`config.mk`:
```
export PLATFORM = sky130hd
export DESIGN_NAME = div_sequencer
export DESIGN_NICKNAME = d
export VERILOG_FILES = /design/src/rtl/div_sequencer.sv
export SDC_FILE = /design/constraint.sdc
export NUM_CORES = 1
export LEC_CHECK = 0
export BUFFER_PORTS_ARGS = -buffer_cell sky130_fd_sc_hd__clkbuf_2
export CORE_MARGIN = 5
export CORE_UTILIZATION = 25
export CTS_BUF_LIST = sky130_fd_sc_hd__clkbuf_4 sky130_fd_sc_hd__clkbuf_8 sky130_fd_sc_hd__clkbuf_16
export CTS_CLUSTER_DIAMETER = 40
export CTS_CLUSTER_SIZE = 12
export DETAILED_ROUTE_END_ITERATION = 12
export GPL_TIMING_DRIVEN = 1
export PLACE_DENSITY = 0.51
export SKIP_LAST_GASP = 1
export SYNTH_ARGS = -nofsm -noshare
export SYNTH_HDL_FRONTEND = slang
export SYNTH_SLANG_ARGS = --single-unit
export TNS_END_PERCENT = 5
```
`constraint.sdc`:
```
create_clock -name CLK -period 8.1 [get_ports CLK]
set_input_delay 2.43 -clock CLK [delete_from_list [all_inputs] [get_ports CLK]]
set_output_delay 2.43 -clock CLK [all_outputs]
set_load 0.005 [all_outputs]
```
`src/rtl/div_sequencer.sv`:
```
// div_sequencer: iterative restoring divider for DIV/DIVU.
// One shift-subtract step per falling clock edge, then a sign-fix step,
// then a one-cycle done pulse. Divide-by-zero short-circuits straight to DONE.
module div_sequencer #(
    parameter int unsigned WIDTH = 32,
    parameter int unsigned CNT_W = 5
) (
    input  logic             CLK,
    input  logic             RST_n,
    input  logic             start,
    input  logic             is_signed,
    input  logic [WIDTH-1:0] dividend,
    input  logic [WIDTH-1:0] divisor,
    output logic             busy,
    output logic             stall,
    output logic             done,
    output logic [WIDTH-1:0] quotient,
    output logic [WIDTH-1:0] remainder,
    output logic             div_zero
);

    typedef enum logic [1:0] {
        S_IDLE = 2'd0,
        S_RUN  = 2'd1,
        S_FIX  = 2'd2,
        S_DONE = 2'd3
    } state_t;

    // Counter value on which the final restoring step is taken.
    localparam logic [CNT_W-1:0] CNT_LAST = CNT_W'(WIDTH - 1);

    state_t           state_q;
    state_t           state_d;

    logic [CNT_W-1:0] cnt_q;
    logic [WIDTH-1:0] rem_q;
    logic [WIDTH-1:0] quo_q;
    logic [WIDTH-1:0] dvsr_q;
    logic             q_neg_q;
    logic             r_neg_q;

    logic             accept_c;
    logic             dvsr_zero_c;
    logic [WIDTH-1:0] dividend_abs_c;
    logic [WIDTH-1:0] divisor_abs_c;
    logic [WIDTH:0]   rem_sh_c;
    logic [WIDTH:0]   trial_c;
    logic             take_c;
    logic [WIDTH-1:0] rem_nx_c;
    logic [WIDTH-1:0] quo_nx_c;

    // Request qualification and operand magnitudes.
    always_comb begin
        accept_c       = (state_q == S_IDLE) && start;
        dvsr_zero_c    = (divisor == '0);
        dividend_abs_c = (is_signed && dividend[WIDTH-1]) ? -dividend : dividend;
        divisor_abs_c  = (is_signed && divisor[WIDTH-1])  ? -divisor  : divisor;
    end

    // One restoring step: shift {rem,quo}, trial-subtract at WIDTH+1 bits.
    // Because rem < divisor, the trial's top bit is exactly its sign.
    always_comb begin
        rem_sh_c = {rem_q, quo_q[WIDTH-1]};
        trial_c  = rem_sh_c - {1'b0, dvsr_q};
        take_c   = ~trial_c[WIDTH];
        rem_nx_c = take_c ? trial_c[WIDTH-1:0] : rem_sh_c[WIDTH-1:0];
        quo_nx_c = {quo_q[WIDTH-2:0], take_c};
    end

    // State register.
    always_ff @(negedge CLK or posedge RST_n) begin
        if (RST_n) begin
            state_q <= S_IDLE;
        end else begin
            state_q <= state_d;
        end
    end

    // Next-state logic.
    always_comb begin
        state_d = state_q;
        case (state_q)
            S_IDLE: begin
                if (accept_c) begin
                    state_d = dvsr_zero_c ? S_DONE : S_RUN;
                end
            end
            S_RUN: begin
                if (cnt_q == CNT_LAST) begin
                    state_d = S_FIX;
                end
            end
            S_FIX:   state_d = S_DONE;
            S_DONE:  state_d = S_IDLE;
            default: state_d = S_IDLE;
        endcase
    end

    // Registered status flags, aligned with the state they describe.
    always_ff @(negedge CLK or posedge RST_n) begin
        if (RST_n) begin
            busy <= 1'b0;
            done <= 1'b0;
        end else begin
            busy <= (state_d != S_IDLE);
            done <= (state_d == S_DONE);
        end
    end

    // Working datapath: operand latch and iteration.
    always_ff @(negedge CLK or posedge RST_n) begin
        if (RST_n) begin
            cnt_q   <= '0;
            rem_q   <= '0;
            quo_q   <= '0;
            dvsr_q  <= '0;
            q_neg_q <= 1'b0;
            r_neg_q <= 1'b0;
        end else begin
            case (state_q)
                S_IDLE: begin
                    if (accept_c && !dvsr_zero_c) begin
                        cnt_q   <= '0;
                        rem_q   <= '0;
                        quo_q   <= dividend_abs_c;
                        dvsr_q  <= divisor_abs_c;
                        q_neg_q <= is_signed && (dividend[WIDTH-1] ^ divisor[WIDTH-1]);
                        r_neg_q <= is_signed && dividend[WIDTH-1];
                    end
                end
                S_RUN: begin
                    cnt_q <= cnt_q + CNT_W'(1);
                    rem_q <= rem_nx_c;
                    quo_q <= quo_nx_c;
                end
                default: begin
                end
            endcase
        end
    end

    // Result registers: written at sign-fix or on a divide-by-zero request.
    always_ff @(negedge CLK or posedge RST_n) begin
        if (RST_n) begin
            quotient  <= '0;
            remainder <= '0;
            div_zero  <= 1'b0;
        end else begin
            if (accept_c) begin
                if (dvsr_zero_c) begin
                    quotient  <= '1;
                    remainder <= dividend;
                    div_zero  <= 1'b1;
                end else begin
                    div_zero  <= 1'b0;
                end
            end else if (state_q == S_FIX) begin
                quotient  <= q_neg_q ? -quo_q : quo_q;
                remainder <= r_neg_q ? -rem_q : rem_q;
            end
        end
    end

    // Pipeline hold: in flight, or a request is being accepted this cycle.
    always_comb begin
        stall = busy | (start & (state_q == S_IDLE));
    end

endmodule

```
==> impl_metrics.ini, run 1 <==
[run_status]
status = finished with violations
violations = setup timing

[setup_path]
worstSetupPathType = in -> reg
r2r_cells = 13
cp.required_ns = 4.30
crit_top_cell = or4_4
arrival_ns = 5.10
cp_cell_sequence = clkbuf_2, or4_4, or4_4, or4_4, nor3b_4, buf_6, a21o_4, clkbuf_16, nor2_1, a221o_1
worst-path-max-fanout = 11
worst-path-buf-inv = 3
r2r_start = quo_q[31]
rr_endpoint = rem_q[26]
cpMaxStageDelayCell = or4_4
crit_path_start_kind = primary input
cp-end-kind = flip-flop
crit_path_max_incr_delay_ns = 0.55
path_delay_family = simple AND/OR/NAND/NOR gates
rrSetupSlack_ns = 4.03

[logic_synthesis]
synthAdderAreaFrac = 0.0437
synth_top_family_by_area = compound AO/OA/AOI/OAI gates
yosys-top-cells-count = 172 x dfrtn_1, 151 x nand2_1, 133 x o21ai_0, 126 x a21oi_1, 111 x nor2_1
synth_largest_area_cell = dfrtn_1
synthMuxAreaShare = 0.0247
ys_ff_latch = 172
synth-compound-area-share = 0.216
synth-edff-count = 0
synth_ff_type = dfrtn_1
ys_async_sr_fraction = 1.00
avgSynthCellArea_um2 = 8.47
syn_inst = 1339
ys_top_cells_by_area = dfrtn_1 38%, xor2_1 6.7%, o21ai_0 5.9%, a21oi_1 5.6%, nand2_1 5.0%
synth_top_area_share = 0.379
yosysWarnings = 0
synth.net_count = 1446
synth-simple-area-share = 0.178
synth_area_um2 = 11300
synth_most_common_cell = dfrtn_1
synth_seq_area_share = 0.379
ys_types = 66
synthXorXnorAreaFrac = 0.114

[floorplanning]
chipWidth_um = 223
fp-row-count = 78
ios = 136
die_area_um2 = 49700
core_um2 = 45100
start_util = 0.252
die_h_um = 223

[drt]
drc = 0
vias = 10000
via_per_inst = 4.67
firstDrtPassIters = 5
routed_wl_mm = 33.8
wl_per_cell_um = 15.7
drtIter0Drc = 514
postRouteAntennaNets = 0

[cells_and_area]
fin_cells = 2149
area_growth_pct = 24.4
nets = 1642
fillCellCount = 4837
fin_area_um2 = 14100
drive_above_1_share = 0.199

[clock_network]
path_clk_slew_ns = 0.05
tritoncts = yes
insertion_delay_ns = 0.41
cts_buffers = 17
h-tree-depth = 4
cts.sinks = 172
cts_hold_buf = 0
clk_path_buf_depth = 2
root_buffer = clkbuf_16

[timing]
worst_slack_ns = -0.798
drv_slew = 0
hold_viol_final = 0
finalSetupViolCount = 170
rsz0062_at_grt = yes
slew_headroom = 0.299
worst_slew_pin_slew_ns = 1.05
fin_worst_skew_ns = 0.00955

[power]
ir_worst_vdd_mv = 0.277
leakage_nw = 6.25
power_density_nw_per_um2 = 401

[placement]
dpl.hpwl_mm = 26.2
placement.io_buffers = 135
gp_congestion = 0.862
placed_area_um2 = 13500
dp.cells = 2114

[global_route]
grt_max_degree = 75
grt_pass1_vias = 9840
grt_overflow_total = 0
grt_pass1_wl_mm = 54.3
antenna_found_initial = 1
grt_util_all_layers = 0.133

[worst_hold_path]
whs_endpoint = div_zero
min_path_cells = 1
hold_path.class = reg -> reg
min-delay-start = div_zero

[flow_run]
max-cap-violations = 0
## flip-flops by register name (all words and copies together), names as in the netlist
| register | cells |
|---|---|
| dvsr_q | 32 |
| state_q | 2 |
| rem_q | 32 |
| remainder | 32 |
| quo_q | 32 |
| quotient | 32 |
| busy | 1 |
| div_zero | 1 |
| r_neg_q | 1 |
| q_neg_q | 1 |
| cnt_q | 5 |
| done | 1 |
## worst max-delay path by stage
stage / depth (start not counted) / from / endpoint
3_5_place_dp: 9 / divisor[6] / remainder[27]
6_report: 10 / divisor[6] / quo_q[6]
5_1_grt: 10 / divisor[6] / quo_q[16]
2_1_floorplan: 8 / divisor[6] / quo_q[13]
4_1_cts: 8 / divisor[6] / dvsr_q[30]
3_3_place_gp: 9 / divisor[6] / remainder[27]
## where the power goes
group | total [W] | switching [W] | internal, W
logic | 0.00321 | 0.00179 | 0.00142
registers | 0.00164 | 0.000411 | 0.00123
clock network | 0.000813 | 0.000376 | 0.000437
total | 0.00566 | 0.00258 | 0.00308
## layout make-up
class | instances | area [um^2] | share of cell area
repair buffers | 248 | 1710 | 0.121
inverters | 51 | 195 | 0.0138
multi-input cells | 1045 | 6580 | 0.466
flip-flops and latches | 172 | 4300 | 0.305
diodes | 1 | 2.50 | 0.000177
clock inverters | 13 | 130 | 0.00922
clock buffers | 19 | 440 | 0.0312
well taps | 600 | 751 | 0.0532
## logic make-up after synthesis
family | count (synthesis)
and+or+nand+nor | 427
AOI/OAI and AO/OA | 404
DFF | 172
xor gates and xnor gates | 147
buffers and inverters | 122
adders and majority gates | 39
muxes | 28
## placed cells by master, fill, tap and decap left out, types with 9 or more instances in the layout
cell type | synthesis | routed
xor2_1 | 87 | 87
nand2b_1 | 10 | 10
or4_1 | 11 | 10
nor2_1 | 111 | 110
o21ai_0 | 133 | 133
clkbuf_16 | 0 | 18
mux2i_1 | 28 | 28
inv_1 | 50 | 49
a22oi_1 | 15 | 15
buf_4 | 9 | 94
buf_12 | 0 | 11
dfrtn_1 | 172 | 172
nor4_1 | 9 | 9
nand3_1 | 23 | 23
clkbuf_2 | 0 | 135
o31ai_1 | 27 | 27
a221o_1 | 16 | 16
ha_1 | 38 | 38
nor3_1 | 46 | 45
nand2_1 | 151 | 151
o21ai_1 | 19 | 19
a21oi_1 | 126 | 125
o41ai_1 | 14 | 14
xnor2_1 | 60 | 60
or3_1 | 18 | 18
## what timing repair did
item | CTS | global route
resized for setup | 3 | 5
hold endpoints to repair | 0 | 0
endpoints found under the setup margin | 171 | 171
cloned | 0 | 1
pin swaps | 1 | 2
setup buffers | 0 | 1
## stage by stage
step	total power (W)	util	hold WS (ns)	setup TNS (ns)	worst slack (ns)
after floorplan	0.00398	-	0.394	-233.98	-1.04
after global placement	0.00479	0.299	0.413	-197.58	-1.23
after detailed placement	0.00484	0.299	0.429	-201.95	-1.30
after CTS	0.00568	0.312	0.429	-126.20	-0.820
after global routing	0.00619	0.313	0.439	-131.71	-0.852
final	0.00566	0.313	0.425	-117.73	-0.798
## per-layer routing
layer  share of wire  routed length (um)  track usage  up-vias
met5               0                   0            0        -
met4           0.012                 396       0.0310        0
met3           0.040                1350       0.0258       22
met2            0.45               15100        0.208      185
met1            0.50               17000        0.191     4683
li1                -                   -            -     5154
(Power assumes the default switching activity.)
==> run 2: changes to the inputs <==
--- a/config.mk
+++ b/config.mk
@@ -6,9 +6,8 @@
 export NUM_CORES = 1
 export LEC_CHECK = 0
 export BUFFER_PORTS_ARGS = -buffer_cell sky130_fd_sc_hd__clkbuf_2
-export CORE_MARGIN = 5
 export CORE_UTILIZATION = 25
-export CTS_BUF_LIST = sky130_fd_sc_hd__clkbuf_4 sky130_fd_sc_hd__clkbuf_8 sky130_fd_sc_hd__clkbuf_16
+export CTS_BUF_LIST = sky130_fd_sc_hd__clkbuf_16
 export CTS_CLUSTER_DIAMETER = 40
 export CTS_CLUSTER_SIZE = 12
 export DETAILED_ROUTE_END_ITERATION = 12
==> run 2 against run 1 <==
Compared with the run above:
- the run still ends with setup timing left
- cell area grew 2.0%
- clock power increased by 4.3%
- cell count is 0.37% higher
- sequential power about the same
- non-clock buffer count grew 17
- largest cell class unchanged
- combinational power is essentially flat
- sequential cell count unchanged
- via count rose by 1.4%
- critical path depth up 2
- core utilization rose by 1.0 points
==> impl_metrics.ini, run 2 (synthesis gave the netlist of run 1 again) <==
[drt]
postRouteAntennaNets = 0
drc = 0
drtIter0Drc = 680
routed_wl_mm = 33.8
firstDrtPassIters = 5
vias = 10200
via_per_inst = 4.72
wl_per_cell_um = 15.7

[global_route]
antenna_found_initial = 0
grt_pass1_vias = 9890
grt_util_all_layers = 0.147
grt_max_degree = 97
grt_pass1_wl_mm = 54.8
grt_overflow_total = 0

[clock_network]
cts_hold_buf = 0
root_buffer = clkbuf_16
insertion_delay_ns = 0.41
cts.sinks = 172
tritoncts = yes
cts_buffers = 17
path_clk_slew_ns = 0.05
h-tree-depth = 4
clk_path_buf_depth = 2

[cells_and_area]
diodes = 0
fin_cells = 2157
area_growth_pct = 26.9
fin_area_um2 = 14400
nets = 1659
drive_above_1_share = 0.211
final_common_cell = dfrtn_1
layout_common_cells = 172 x dfrtn_1, 151 x nand2_1, 134 x clkbuf_2

[floorplanning]
chipWidth_um = 215
ios = 136
start_util = 0.255
die_h_um = 215
core_um2 = 44500
fp-row-count = 77
die_area_um2 = 46200

[setup_path]
r2r_start = quo_q[31]
rrSetupSlack_ns = 3.87
rr_endpoint = rem_q[10]
r2r_cells = 13
worstSetupPathType = in -> reg
cp.required_ns = 4.29
cp-end-kind = flip-flop
crit_path_start_kind = primary input
arrival_ns = 5.10
worst-path-max-fanout = 11

[placement]
placed_area_um2 = 13500
gp_congestion = 0.858
dpl.hpwl_mm = 25.6
dp.cells = 2111
placement.io_buffers = 135

[power]
p_sw_w = 0.00259
power_density_nw_per_um2 = 397
p_total_w = 0.00572
power_switching_share = 0.453
p_clk_frac = 0.148
ir_worst_vdd_mv = 0.232
p_seq_frac = 0.288
p_comb_frac = 0.564
leakage_nw = 6.40
p_int_w = 0.00313

[worst_hold_path]
whs_endpoint = cnt_q[2]
min-delay-start = cnt_q[2]
min_path_cells = 1
hold_path.class = reg -> reg

[timing]
fin_worst_skew_ns = 0.00805
slew_headroom = 0.322
worst_slack_ns = -0.813
finalSetupViolCount = 171
hold_viol_final = 0
worst_slew_pin_slew_ns = 1.02
drv_slew = 0
rsz0062_at_grt = yes

[run_status]
status = finished with violations
violations = setup timing

[flow_run]
max-cap-violations = 0
[run 2: cell count changes in the layout (fill, tap and decap cells not counted), sizes merged]
cell | before | now
inv | 56 | 60
clkinv | 2 | 1
buf | 112 | 126
diode | 1 | 0
clkinvlp | 5 | 4
clkbuf | 155 | 156
[run 2: critical path, cell delays in order]
cell	delay, ns
buf_6	0.09
or4_4	0.53
or4_4	0.50
or4_4	0.51
nor3b_4	0.22
buf_12	0.14
buf_4	0.09
and3_4	0.21
nor2_4	0.09
buf_12	0.15
nand2_1	0.05
o21ai_0	0.09
[run 2: power groups by stage]
stage          logic (W)  clock network [W]  registers (W)
2_1_floorplan    0.00248                  0        0.00150
3_3_place_gp     0.00312                  0        0.00164
3_5_place_dp     0.00315                  0        0.00165
4_1_cts          0.00317           0.000868        0.00164
5_1_grt          0.00365           0.000904        0.00171
6_report         0.00323           0.000848        0.00165
[run 2: area by class of cell]
class	count	area [um^2]
Sequential cell	172	4300
Tap cell	592	741
Inverter	51	195
Fill cell	4701	30100
Multi-Input combinational cell	1045	6620
Clock inverter	15	166
Timing Repair Buffer	265	1950
Clock buffer	17	425
[run 2: routing by layer]
metal | track usage | routed length [um] | vias up
met3 | 0.0219 | 1190 | 19
met2 | 0.231 | 15300 | 193
li1 | - | - | 5207
met1 | 0.211 | 17000 | 4763
met4 | 0.0303 | 369 | 0
met5 | 0 | 0 | -
[run 2: worst max path at each step]
| stage | start | to | slack (ns) | cells past startpoint |
|---|---|---|---|---|
| 6_report | divisor[6] | remainder[27] | -0.81 | 12 |
| 2_1_floorplan | divisor[6] | quo_q[13] | -1.04 | 8 |
| 3_3_place_gp | divisor[6] | quo_q[10] | -1.24 | 10 |
| 4_1_cts | divisor[6] | remainder[27] | -0.84 | 11 |
| 5_1_grt | divisor[6] | remainder[27] | -0.92 | 11 |
| 3_5_place_dp | divisor[6] | remainder[27] | -1.33 | 10 |
[run 2: repair_timing]
| item | in CTS | in global routing |
|---|---|---|
| setup endpoints to repair | 171 | 171 |
| pin swaps | 4 | 6 |
| cloned | 1 | 5 |
| buffers inserted | 2 | 6 |
| gates resized for setup | 3 | 17 |
| endpoints found under the hold margin | 0 | 0 |
[run 2: per-stage QoR]
| step | worst slack [ns] | hold slack, ns | setup TNS, ns | utilization |
|---|---|---|---|---|
| 6_report | -0.813 | 0.421 | -117.79 | 0.323 |
| 5_1_grt | -0.918 | 0.452 | -135.19 | 0.323 |
| 4_1_cts | -0.842 | 0.428 | -122.36 | 0.318 |
| 3_5_place_dp | -1.33 | 0.423 | -189.24 | 0.303 |
| 3_3_place_gp | -1.24 | 0.412 | -185.94 | 0.303 |
| 2_1_floorplan | -1.04 | 0.394 | -233.98 | - |
==> run 3: changes to the inputs <==
--- a/config.mk
+++ b/config.mk
@@ -11,8 +11,9 @@
 export CTS_CLUSTER_DIAMETER = 40
 export CTS_CLUSTER_SIZE = 12
 export DETAILED_ROUTE_END_ITERATION = 12
-export GPL_TIMING_DRIVEN = 1
+export MAX_ROUTING_LAYER = met4
 export PLACE_DENSITY = 0.51
+export SKIP_CTS_REPAIR_TIMING = 1
 export SKIP_LAST_GASP = 1
 export SYNTH_ARGS = -nofsm -noshare
 export SYNTH_HDL_FRONTEND = slang
==> run 3 against run 2 <==
Compared with the run above:
- the flow now stops in detailed routing (5_2_route)
- synthesized cell count did not move
- global-route usage rose by 0.39 points
- synthesized area did not move
==> impl_metrics.ini, run 3 <==
[clock_network]
cts.sinks = 172
clk_path_buf_depth = 2
root_buffer = clkbuf_16
h-tree-depth = 4
cts_buffers = 17

[placement]
placement.io_buffers = 135
gp_congestion = 0.872
dpl.hpwl_mm = 25.6
dp.cells = 2111
dp_slack_ns = -1.33

[logic_synthesis]
ys_ff_latch = 172
synth-edff-count = 0
yosysWarnings = 0
synth_area_um2 = 11300
synth_seq_area_share = 0.379
syn_inst = 1339
ys_async_sr_fraction = 1.00
avgSynthCellArea_um2 = 8.47
ys_top_cells_by_area = dfrtn_1 38%, xor2_1 6.7%, o21ai_0 5.9%, a21oi_1 5.6%, nand2_1 5.0%
yosys-top-cells-count = 172 x dfrtn_1, 151 x nand2_1, 133 x o21ai_0, 126 x a21oi_1, 111 x nor2_1
synth_top_area_share = 0.379
synth.net_count = 1446
synth_largest_area_cell = dfrtn_1
synth_most_common_cell = dfrtn_1
ys_types = 66
synth_ff_type = dfrtn_1

[run_status]
status = stopped before the end
stop_error = [ERROR DRT-0255] Maze Route cannot find path of net CLK in worker of routeBox ( 193200 0 ) ( 215000 48300 ).
stop_stage = detailed routing (5_2_route)

[floorplanning]
ios = 136
chipWidth_um = 215
die_h_um = 215
start_util = 0.255
fp-row-count = 77

[global_route]
grt_util_all_layers = 0.151
grt_pass1_wl_mm = 54.6
antenna_found_initial = 0
grt_overflow_total = 0
grt_max_degree = 97
grt_pass1_vias = 9900

[timing]
crit_endpoint = quo_q[8]$_DFFE_NP0P_/D
worst-ep-kind = register input
## run 3: cell counts after synthesis
Identical to the previous run, type by type.
## run 3: logic make-up after synthesis
logic type,after synthesis,share of synthesized area
AOI/OAI and AO/OA,404,0.216
adders and majority gates,39,0.0437
DFF,172,0.379
and+or+nand+nor,427,0.178
xor gates and xnor gates,147,0.114
muxes,28,0.0247
buffers and inverters,122,0.0451
## run 3: per-layer routing
layer  GRT usage
met5           -
met3      0.0183
met1       0.212
met2       0.229
met4      0.0333
## run 3: through the flow
step	setup TNS (ns)	instance area, um^2
5_1_grt	-127.12	14300
4_1_cts	-115.45	14100
3_5_place_dp	-189.24	13500
3_3_place_gp	-185.94	13500
2_1_floorplan	-233.98	11400
==> run 4: changes to the inputs <==
--- a/config.mk
+++ b/config.mk
@@ -6,13 +6,9 @@
 export NUM_CORES = 1
 export LEC_CHECK = 0
 export BUFFER_PORTS_ARGS = -buffer_cell sky130_fd_sc_hd__clkbuf_2
-export CORE_UTILIZATION = 25
-export CTS_BUF_LIST = sky130_fd_sc_hd__clkbuf_16
-export CTS_CLUSTER_DIAMETER = 40
-export CTS_CLUSTER_SIZE = 12
+export CORE_UTILIZATION = 20
 export DETAILED_ROUTE_END_ITERATION = 12
-export MAX_ROUTING_LAYER = met4
-export PLACE_DENSITY = 0.51
+export PLACE_DENSITY_LB_ADDON = 0.15
 export SKIP_CTS_REPAIR_TIMING = 1
 export SKIP_LAST_GASP = 1
 export SYNTH_ARGS = -nofsm -noshare
==> run 4 against run 3 <==
Compared with the run above:
- the flow now finishes, with violations (setup timing)
- global-route usage fell by 2.3 points
==> impl_metrics.ini, run 4 (synthesis gave the netlist of run 1 again) <==
[setup_path]
rr_endpoint = rem_q[10]
rrSetupSlack_ns = 3.62
r2r_cells = 13
worstSetupPathType = in -> reg
r2r_start = quo_q[31]
cp.required_ns = 4.30
worst-path-max-fanout = 20
crit_path_start_kind = primary input
cp-end-kind = flip-flop
arrival_ns = 5.10

[drt]
drc = 0
routed_wl_mm = 36.6
postRouteAntennaNets = 0
via_per_inst = 4.35
drtIter0Drc = 535
vias = 10000
firstDrtPassIters = 4
wl_per_cell_um = 15.9

[global_route]
antenna_found_initial = 1
grt_max_degree = 62
grt_overflow_total = 0
grt_pass1_wl_mm = 57.5
grt_pass1_vias = 9806
grt_util_all_layers = 0.128

[placement]
placement.io_buffers = 135
gp_congestion = 0.766
dp.cells = 2273
dpl.hpwl_mm = 28.5

[clock_network]
cts_buffers = 17
root_buffer = clkbuf_16
cts.sinks = 172
clk_path_buf_depth = 2
path_clk_slew_ns = 0.05
tritoncts = yes
insertion_delay_ns = 0.41
h-tree-depth = 4

[cells_and_area]
seq_area_um2 = 4300
nets = 1653
drive_above_1_share = 0.203
final_common_cell = dfrtn_1
fin_cells = 2307
fillCellCount = 6161
area_growth_pct = 27.7
diodes = 0
multi_input_area_um2 = 6610
layout_common_cells = 172 x dfrtn_1, 151 x nand2_1, 134 x clkbuf_2

[worst_hold_path]
hold_path.class = reg -> reg
min_path_cells = 2
min-delay-start = dvsr_q[25]
whs_endpoint = dvsr_q[25]

[floorplanning]
ios = 136
die_area_um2 = 57700
chipWidth_um = 240
die_h_um = 240
fp-row-count = 86
core_um2 = 55500
start_util = 0.204

[timing]
finalSetupViolCount = 171
rsz0062_at_grt = yes
worst_slack_ns = -0.802
fin_worst_skew_ns = 0.00787
drv_slew = 0
hold_viol_final = 0
slew_headroom = 0.299
whs_ns = 0.427
worst_slew_pin_slew_ns = 1.05

[power]
p_comb_frac = 0.564
power_density_nw_per_um2 = 391
power_switching_share = 0.449
leakage_nw = 6.35
p_clk_frac = 0.144
p_seq_frac = 0.292
p_sw_w = 0.00254
p_int_w = 0.00312
ir_worst_vdd_mv = 0.217

[run_status]
status = finished with violations
violations = setup timing

[flow_run]
max-cap-violations = 0
==> run 4: power by group through the flow <==
stage / registers [W] / clock network (W) / logic, W
after global routing: 0.00171 / 0.000872 / 0.00364
after detailed placement: 0.00167 / 0 / 0.00322
after floorplan: 0.00150 / 0 / 0.00248
after global placement: 0.00166 / 0 / 0.00320
after CTS: 0.00165 / 0.000846 / 0.00323
final: 0.00165 / 0.000816 / 0.00319
==> run 4: per-layer routing <==
layer  wire length (um)  vias up  share of wire  track usage
met1              18600     4651           0.51        0.183
li1                   -     5188              -            -
met4                378        0          0.010       0.0313
met2              16500      175           0.45        0.202
met5                  0        -              0            0
met3               1070       19          0.029       0.0180
==> run 4: how the worst max path moves through the flow <==
stage | startpoint | endpoint | slack, ns | cells past startpoint
5_1_grt | divisor[6] | quotient[6] | -0.93 | 11
2_1_floorplan | divisor[6] | quo_q[13] | -1.04 | 8
4_1_cts | divisor[6] | quo_q[7] | -0.83 | 10
6_report | divisor[6] | quo_q[11] | -0.80 | 10
3_3_place_gp | divisor[6] | remainder[10] | -1.25 | 11
3_5_place_dp | divisor[6] | quo_q[7] | -1.27 | 10
==> run 4: layout make-up <==
class	count	area share
multi-input cells	1045	0.456
flip-flops and latches	172	0.297
repair buffers	259	0.130
well taps	748	0.0646
clock buffers	26	0.0345
inverters	51	0.0135
clock inverters	6	0.00415
==> run 4: per-stage QoR <==
stage | setup WS [ns] | TNS, ns | total power, W | utilization | area (um^2)
after floorplan | -1.04 | -233.98 | 0.00398 | - | 11400
final | -0.802 | -118.92 | 0.00566 | 0.261 | 14500
after global routing | -0.926 | -134.37 | 0.00623 | 0.261 | 14500
after CTS | -0.830 | -122.57 | 0.00573 | 0.259 | 14400
after global placement | -1.25 | -194.66 | 0.00487 | 0.249 | 13800
after detailed placement | -1.27 | -197.76 | 0.00488 | 0.249 | 13800
==> run 4: worst max-delay path: stages <==
cell and delay [ns]:
buf_6 0.09, or4_4 0.53, or4_4 0.50, or4_4 0.56, nor3b_4 0.22, buf_12 0.15, a21o_4 0.14, buf_12 0.16
nor2_1 0.06, a221o_1 0.25
